==> config.mk <==
export PLATFORM = sky130hd
export DESIGN_NAME = ball_physics
export DESIGN_NICKNAME = d
export VERILOG_FILES = /design/src/rtl/labyrinth_pkg.sv /design/src/rtl/vel_integrator.sv /design/src/rtl/ball_physics.sv
export SDC_FILE = /design/constraint.sdc
export NUM_CORES = 1
export LEC_CHECK = 0
export BUFFER_PORTS_ARGS = -buffer_cell sky130_fd_sc_hd__buf_4
export CORE_ASPECT_RATIO = 1.2
export CORE_UTILIZATION = 29
export CTS_CLUSTER_DIAMETER = 60
export CTS_CLUSTER_SIZE = 8
export DETAILED_ROUTE_END_ITERATION = 7
export GPL_ROUTABILITY_DRIVEN = 0
export GPL_TIMING_DRIVEN = 0
export HOLD_SLACK_MARGIN = 0.02
export PLACE_DENSITY = 0.51
export SLEW_MARGIN = 10
export SYNTH_ARGS = -nofsm -noshare
export SYNTH_HDL_FRONTEND = slang
export SYNTH_SLANG_ARGS = --single-unit
==> constraint.sdc <==
create_clock -name sys_clk -period 9.5 [get_ports sys_clk]
set_input_delay 0.95 -clock sys_clk [delete_from_list [all_inputs] [get_ports sys_clk]]
set_output_delay 0.95 -clock sys_clk [all_outputs]
set_load 0.05 [all_outputs]
==> src/rtl/labyrinth_pkg.sv <==
// Purpose: shared constants, FSM encoding and axis-step helper for the labyrinth ball engine.
// Latency: n/a (types, constants and a pure function only).
// Backpressure: n/a.
package labyrinth_pkg;

    localparam int SCREEN_W = 640;
    localparam int SCREEN_H = 480;
    localparam int MAP_COLS = 40;
    localparam int MAP_ROWS = 30;

    localparam logic [1:0] TILE_FLOOR = 2'd0;
    localparam logic [1:0] TILE_WALL  = 2'd1;
    localparam logic [1:0] TILE_HOLE  = 2'd2;
    localparam logic [1:0] TILE_GOAL  = 2'd3;

    typedef enum logic [3:0] {
        IDLE, VEL, QX0, QX1, WX, QY0, QY1, WY, QC, RC, DONE
    } state_t;

    // Adds a signed velocity to a 10.4 position and clamps to [0, hi].
    // Result is {clamped, position}. One extra bit above the 14-bit
    // position is needed: the right bound (632<<4) already uses bit 13,
    // so a plain 14-bit signed sum would wrap.
    function automatic logic [14:0] axis_step(input logic [13:0] pos,
                                              input logic [9:0]  vel,
                                              input logic [13:0] hi);
        logic signed [14:0] sum;
        sum = $signed({1'b0, pos}) + $signed({{5{vel[9]}}, vel});
        if (sum[14])
            return {1'b1, 14'd0};
        else if (sum[13:0] > hi)
            return {1'b1, hi};
        else
            return {1'b0, sum[13:0]};
    endfunction

endpackage

==> src/rtl/vel_integrator.sv <==
// Purpose: one axis of velocity update: v + (accel >>> ACCEL_SHIFT), saturated to +/-VMAX.
// Latency: combinational.
// Backpressure: none.
// Ports: v_in (current velocity, 1/16 px/frame), accel (signed tilt), v_out (new velocity).
module vel_integrator #(
    parameter int VMAX        = 64,
    parameter int ACCEL_SHIFT = 2
) (
    input  logic signed [9:0] v_in,
    input  logic signed [7:0] accel,
    output logic signed [9:0] v_out
);

    localparam logic signed [9:0] VMAX_P = 10'(VMAX);
    localparam logic signed [9:0] VMIN_P = 10'(-VMAX);

    logic signed [9:0] accel_ext;
    logic signed [9:0] sum;

    assign accel_ext = $signed({{2{accel[7]}}, accel}) >>> ACCEL_SHIFT;
    // |v_in| <= VMAX and |accel_ext| <= 32, so 10 bits cannot overflow here.
    assign sum = v_in + accel_ext;

    always_comb begin
        v_out = sum;
        if (sum > VMAX_P)
            v_out = VMAX_P;
        else if (sum < VMIN_P)
            v_out = VMIN_P;
    end

endmodule

==> src/rtl/ball_physics.sv <==
// Purpose: per-frame ball motion: tilt->velocity->position, wall/hole/goal resolution via map reads.
// Latency: 10 cycles from accepted frame_start to ball_loc update (8 when an axis does not move).
// Backpressure: none; frame_start while busy or after a win is dropped, map_tile assumed valid 1 cycle after map_req.
// Ports: sys_clk/sys_rst (sync active-high), frame_start, accel_x/accel_y (signed tilt),
//        map_req/map_tile_x/map_tile_y -> map, map_tile <- map, ball_loc_X/ball_loc_Y, won_the_game, busy.
module ball_physics
    import labyrinth_pkg::*;
#(
    parameter int START_X     = 24,
    parameter int START_Y     = 24,
    parameter int BALL_SIZE   = 8,
    parameter int VMAX        = 64,
    parameter int ACCEL_SHIFT = 2,
    parameter int TILE_SHIFT  = 4
) (
    input  logic       sys_clk,
    input  logic       sys_rst,
    input  logic       frame_start,
    input  logic [7:0] accel_x,
    input  logic [7:0] accel_y,
    output logic       map_req,
    output logic [5:0] map_tile_x,
    output logic [4:0] map_tile_y,
    input  logic [1:0] map_tile,
    output logic [9:0] ball_loc_X,
    output logic [9:0] ball_loc_Y,
    output logic       won_the_game,
    output logic       busy
);

    localparam int          TX_W       = $clog2(MAP_COLS);
    localparam int          TY_W       = $clog2(MAP_ROWS);
    localparam logic [9:0]  BALL_M1    = 10'(BALL_SIZE - 1);
    localparam logic [9:0]  BALL_HALF  = 10'(BALL_SIZE / 2);
    localparam logic [13:0] MAX_X      = 14'((SCREEN_W - BALL_SIZE) << 4);
    localparam logic [13:0] MAX_Y      = 14'((SCREEN_H - BALL_SIZE) << 4);
    localparam logic [13:0] START_X_FP = 14'(START_X << 4);
    localparam logic [13:0] START_Y_FP = 14'(START_Y << 4);

    state_t state, state_nxt;

    // Positions are 10.4 fixed point; velocities are signed 1/16 px per frame.
    logic [13:0]       pos_x, pos_y;
    logic [13:0]       cand_x, cand_y;
    logic signed [9:0] vx, vy;
    logic signed [9:0] vx_new, vy_new;
    logic [14:0]       step_x, step_y;
    logic              wall_first;

    logic [9:0] pos_x_int, pos_y_int;
    logic [9:0] edge_x, edge_y;
    logic [9:0] probe_px, probe_py;

    vel_integrator #(.VMAX(VMAX), .ACCEL_SHIFT(ACCEL_SHIFT)) u_vel_x (
        .v_in  (vx),
        .accel (accel_x),
        .v_out (vx_new)
    );

    vel_integrator #(.VMAX(VMAX), .ACCEL_SHIFT(ACCEL_SHIFT)) u_vel_y (
        .v_in  (vy),
        .accel (accel_y),
        .v_out (vy_new)
    );

    assign step_x = axis_step(pos_x, vx_new, MAX_X);
    assign step_y = axis_step(pos_y, vy_new, MAX_Y);

    assign pos_x_int = pos_x[13:4];
    assign pos_y_int = pos_y[13:4];

    // Leading edge follows the direction of the (possibly clamped) move
    // rather than the sign of v, since a clamp zeroes v but may still move.
    assign edge_x = (cand_x > pos_x) ? cand_x[13:4] + BALL_M1 : cand_x[13:4];
    assign edge_y = (cand_y > pos_y) ? cand_y[13:4] + BALL_M1 : cand_y[13:4];

    assign map_tile_x = TX_W'(probe_px >> TILE_SHIFT);
    assign map_tile_y = TY_W'(probe_py >> TILE_SHIFT);
    assign busy       = (state != IDLE);

    always_ff @(posedge sys_clk) begin
        if (sys_rst)
            state <= IDLE;
        else
            state <= state_nxt;
    end

    always_comb begin
        state_nxt = state;
        map_req   = 1'b0;
        probe_px  = '0;
        probe_py  = '0;
        case (state)
            IDLE: if (frame_start && !won_the_game) state_nxt = VEL;
            // An axis whose candidate equals its position has nothing to probe.
            VEL:  state_nxt = (step_x[13:0] != pos_x) ? QX0 : WX;
            QX0: begin
                map_req   = 1'b1;
                probe_px  = edge_x;
                probe_py  = pos_y_int;
                state_nxt = QX1;
            end
            QX1: begin
                map_req   = 1'b1;
                probe_px  = edge_x;
                probe_py  = pos_y_int + BALL_M1;
                state_nxt = WX;
            end
            WX:   state_nxt = (cand_y != pos_y) ? QY0 : WY;
            QY0: begin
                map_req   = 1'b1;
                probe_px  = pos_x_int;
                probe_py  = edge_y;
                state_nxt = QY1;
            end
            QY1: begin
                map_req   = 1'b1;
                probe_px  = pos_x_int + BALL_M1;
                probe_py  = edge_y;
                state_nxt = WY;
            end
            WY:   state_nxt = QC;
            QC: begin
                map_req   = 1'b1;
                probe_px  = pos_x_int + BALL_HALF;
                probe_py  = pos_y_int + BALL_HALF;
                state_nxt = RC;
            end
            RC:   state_nxt = DONE;
            DONE: state_nxt = IDLE;
            default: state_nxt = IDLE;
        endcase
    end

    always_ff @(posedge sys_clk) begin
        if (sys_rst) begin
            pos_x        <= START_X_FP;
            pos_y        <= START_Y_FP;
            cand_x       <= START_X_FP;
            cand_y       <= START_Y_FP;
            vx           <= '0;
            vy           <= '0;
            wall_first   <= 1'b0;
            won_the_game <= 1'b0;
            ball_loc_X   <= 10'(START_X);
            ball_loc_Y   <= 10'(START_Y);
        end else begin
            case (state)
                VEL: begin
                    vx     <= step_x[14] ? '0 : vx_new;
                    vy     <= step_y[14] ? '0 : vy_new;
                    cand_x <= step_x[13:0];
                    cand_y <= step_y[13:0];
                end
                // map_tile here answers the first probe of the pair.
                QX1, QY1: wall_first <= (map_tile == TILE_WALL);
                WX: if (cand_x != pos_x) begin
                    if (wall_first || map_tile == TILE_WALL)
                        vx <= '0;
                    else
                        pos_x <= cand_x;
                end
                WY: if (cand_y != pos_y) begin
                    if (wall_first || map_tile == TILE_WALL)
                        vy <= '0;
                    else
                        pos_y <= cand_y;
                end
                RC: case (map_tile)
                    TILE_HOLE: begin
                        pos_x <= START_X_FP;
                        pos_y <= START_Y_FP;
                        vx    <= '0;
                        vy    <= '0;
                    end
                    TILE_GOAL: begin
                        won_the_game <= 1'b1;
                        vx           <= '0;
                        vy           <= '0;
                    end
                    default: ;
                endcase
                DONE: begin
                    ball_loc_X <= pos_x_int;
                    ball_loc_Y <= pos_y_int;
                end
                default: ;
            endcase
        end
    end

endmodule
==> results.toml <==
[synthesis]
yosysSeqAreaShare = 0.252
synthMuxAreaShare = 0.00648
synth-simple-area-share = 0.242
synth_area_leaders = "dfxtp_1, ha_1, a21oi_1"
synth_fp_nets = 1178
synth_area_leader_cell = "dfxtp_1"
ys_seq_elements = 102
synth_cell_type_count = 87
synth_compound_area_frac = 0.267
synthXorXnorAreaFrac = 0.0603
postSynthAreaPerCell_um2 = 7.51
synth_top_family_by_area = "compound AO/OA/AOI/OAI gates"
synth_fa_ha_area_frac = 0.121
netlist_instances = 1081
syn_area_mm2 = 0.00812
synth_edf_count = 0
yosysWarnings = 0
synthArstFlopShare = 0
synth_top_cell_area_share = 0.252
synthFlopType = "dfxtp_1"

[power_and_ir_drop]
fin_total_pwr_uw = 1180
vdd_ir_drop_max_uv = 70.8
p_seq_frac = 0.383
p_int_uw = 782
power_frac_clock = 0.366
combPwrFrac = 0.251
p_leak_uw = 0.00363
switching_share = 0.335
powerDensity_mw_per_mm2 = 126
switchingPower_uw = 395

[route]
drc = 0
drtAntennaViolNets = 0
dr.pass1.iters = 6
wl_mm = 25.5
detail_route.vias_per_cell = 5.20
drt_first_iter_violations = 499
dr_total_vias = 7908
post_drt_wl_per_cell_um = 16.8

[global_route]
use_met2 = 0.345
grt_usage = 0.183
grt_max_degree = 20
grt_busiest_layer = "met2"
grt_antenna_before_repair = 0
met3_usage = 0.0253
overflow = 0
grt_pass1_vias = 7909
use_met1 = 0.209
grt_pass1_wl_mm = 41.1

[placement]
placed_area_mm2 = 0.00897
numPortBuffers = 50
dp.final_hpwl_mm = 20.3

[setup_path]
setup.worst_path.end = "vy[1]$_SDFFE_PP0P_"
required_ps = 9820
setup.worst_path.end_class = "flip-flop"
r2r_start = "vy[1]$_SDFFE_PP0P_"
max_stage_delay_ps = 400
reg2reg_setup_slack_ps = 2630
crit_path_start_kind = "input port"
crit_arrival_ps = 7530
r2r-end = "vy[1]$_SDFFE_PP0P_"
crit_slowest_cell = "fa_1"
startpoint = "accel_y[3]"
cpMostUsedCell = "a21oi_1"
reg2reg_depth = 33
path_max_fanout = 8
critPathKind = "input port to flip-flop"

[worst_hold_path]
hp-class = "flip-flop to flip-flop"
holdCritStartpoint = "ball_loc_X[0]$_SDFFE_PP0N_"

[die]
die_x_um = 155
die_area_mm2 = 0.0287
core_area_mm2 = 0.0273
floorplan.initialDensity = 0.297
die_y_um = 185
io_pins = 55
fp-row-count = 66

[timing]
fmax_mhz = 139
timing.final.hold_violations = 0
setup-violations-final = 0
whs_ps = 456
fin_skew_ps = 16.1
tightestPinTransition_ps = 1090
max-slew-margin-rel = 0.269
drv_slew = 0
rsz0062_at_grt = "false"
setup_tns_ps = 0
fin_crit_ps = 7210
post-route-period-util = 0.759

[cells_and_area]
postLayoutCellArea_mm2 = 0.00931
area_growth_pct = 14.7
drive_above_1_share = 0.0932
diodes = 0
final_util = 0.341
fin_nets = 1240

[clocking]
cts-root-buf = "clkbuf_16"
clock_latency_ps = 370
cts_setup_buffers = 0
ctsHoldBuffers = 0
h-tree-depth = 3
cts.sinks = 102
cts_buffers = 9
cts_buffer_depth = 2
ctsResizeCount = 0
cts_tree = "built"
clk_pin_slew_ps = 90

[run]
maxCapViolCount = 0

[run_status]
status = "finished clean"
## cell usage after synthesis, types with 5 or more instances
| cell | instances |
|---|---|
| o21a_1 | 7 |
| o21ai_0 | 55 |
| o21ai_1 | 6 |
| a22o_1 | 10 |
| a22oi_1 | 7 |
| o211ai_1 | 5 |
| nor4_1 | 12 |
| nor2_1 | 102 |
| xnor2_1 | 38 |
| a211oi_1 | 6 |
| nand2_1 | 130 |
| o221ai_1 | 7 |
| a21o_1 | 11 |
| o21bai_1 | 18 |
| o22ai_1 | 9 |
| a21oi_1 | 115 |
| nand2b_1 | 7 |
| nor2b_1 | 24 |
| and3_1 | 5 |
| nand3_1 | 55 |
| ha_1 | 72 |
| xor2_1 | 16 |
| o31ai_1 | 6 |
| and2_1 | 9 |
| a211o_1 | 5 |
| nor3_1 | 24 |
| a31oi_1 | 8 |
| clkbuf_1 | 39 |
| and4_1 | 5 |
| or2_2 | 6 |
| inv_1 | 59 |
| nand4_1 | 9 |
| dfxtp_1 | 102 |
## cell type report
cell class	count	area, µm²
Multi-Input combinational cell	872	5660
Fill cell	2941	18000
Sequential cell	102	2040
Inverter	60	225
Buffer	47	194
Timing Repair Buffer	51	383
Clock buffer	9	225
Clock inverter	7	111
Tap cell	374	468
## worst min-delay path by stage
stage                                            end  slack, ps  cells past startpoint
after floorplan                   vy[2]$_SDFFE_PP0P_        430                      2
after global placement    ball_loc_X[2]$_SDFFE_PP0N_        450                      2
after detailed placement  ball_loc_X[1]$_SDFFE_PP0N_        450                      2
after CTS                 ball_loc_X[0]$_SDFFE_PP0N_        460                      2
after global routing      ball_loc_X[7]$_SDFFE_PP0N_        480                      2
final                     ball_loc_X[0]$_SDFFE_PP0N_        460                      2
## sequential cells by signal, indices dropped and copies added (netlist names)
register      cells
wall_first        1
ball_loc_Y       10
state             4
pos_x            14
cand_x           14
vy               10
won_the_game      1
vx               10
ball_loc_X       10
pos_y            14
cand_y           14
## critical path, delay by kind of cell
kind            cells  cell delay [ps]
fa+ha+maj           4             1250
buf+inv             2              360
simple gates        5             1020
compound gates     21             3530
xor+xnor            2              390
## cells in the final DEF (no fill, tap or decap), types with 38 or more instances in the layout
cell / Yosys / routed
o21ai_0: 55 / 55
buf_4: 0 / 51
nand2_1: 130 / 130
nor2_1: 102 / 102
a21oi_1: 115 / 115
inv_1: 59 / 59
clkbuf_1: 39 / 39
nand3_1: 55 / 55
ha_1: 72 / 72
xnor2_1: 38 / 38
dfxtp_1: 102 / 102
## stage by stage
stage	cells	setup WS (ps)
global placement	1505	954
finish	1522	2290
detailed placement	1506	1880
CTS	1522	2240
floorplan	1081	2580
global route	1522	1700
## power by group through the flow
stage                     Clock (µW)  Sequential, µW  Combinational, µW
final                            431             450                295
after global routing             460             452                331
after CTS                        439             450                297
after detailed placement           0             460                295
after global placement             0             460                292
after floorplan                    0             456                217
## layer usage
layer,routed length (µm),up-vias
met5,0,-
met4,664,0
met3,872,34
met2,13200,130
met1,10800,3710
li1,-,4034
## logic make-up after synthesis
kind of cell	count (synthesis)
AOI/OAI and AO/OA	327
buffers and inverters	107
adders and majority gates	76
and+or+nand+nor	409
DFF	102
xor gates and xnor gates	55
muxes	5
(Power assumes the default switching activity.)
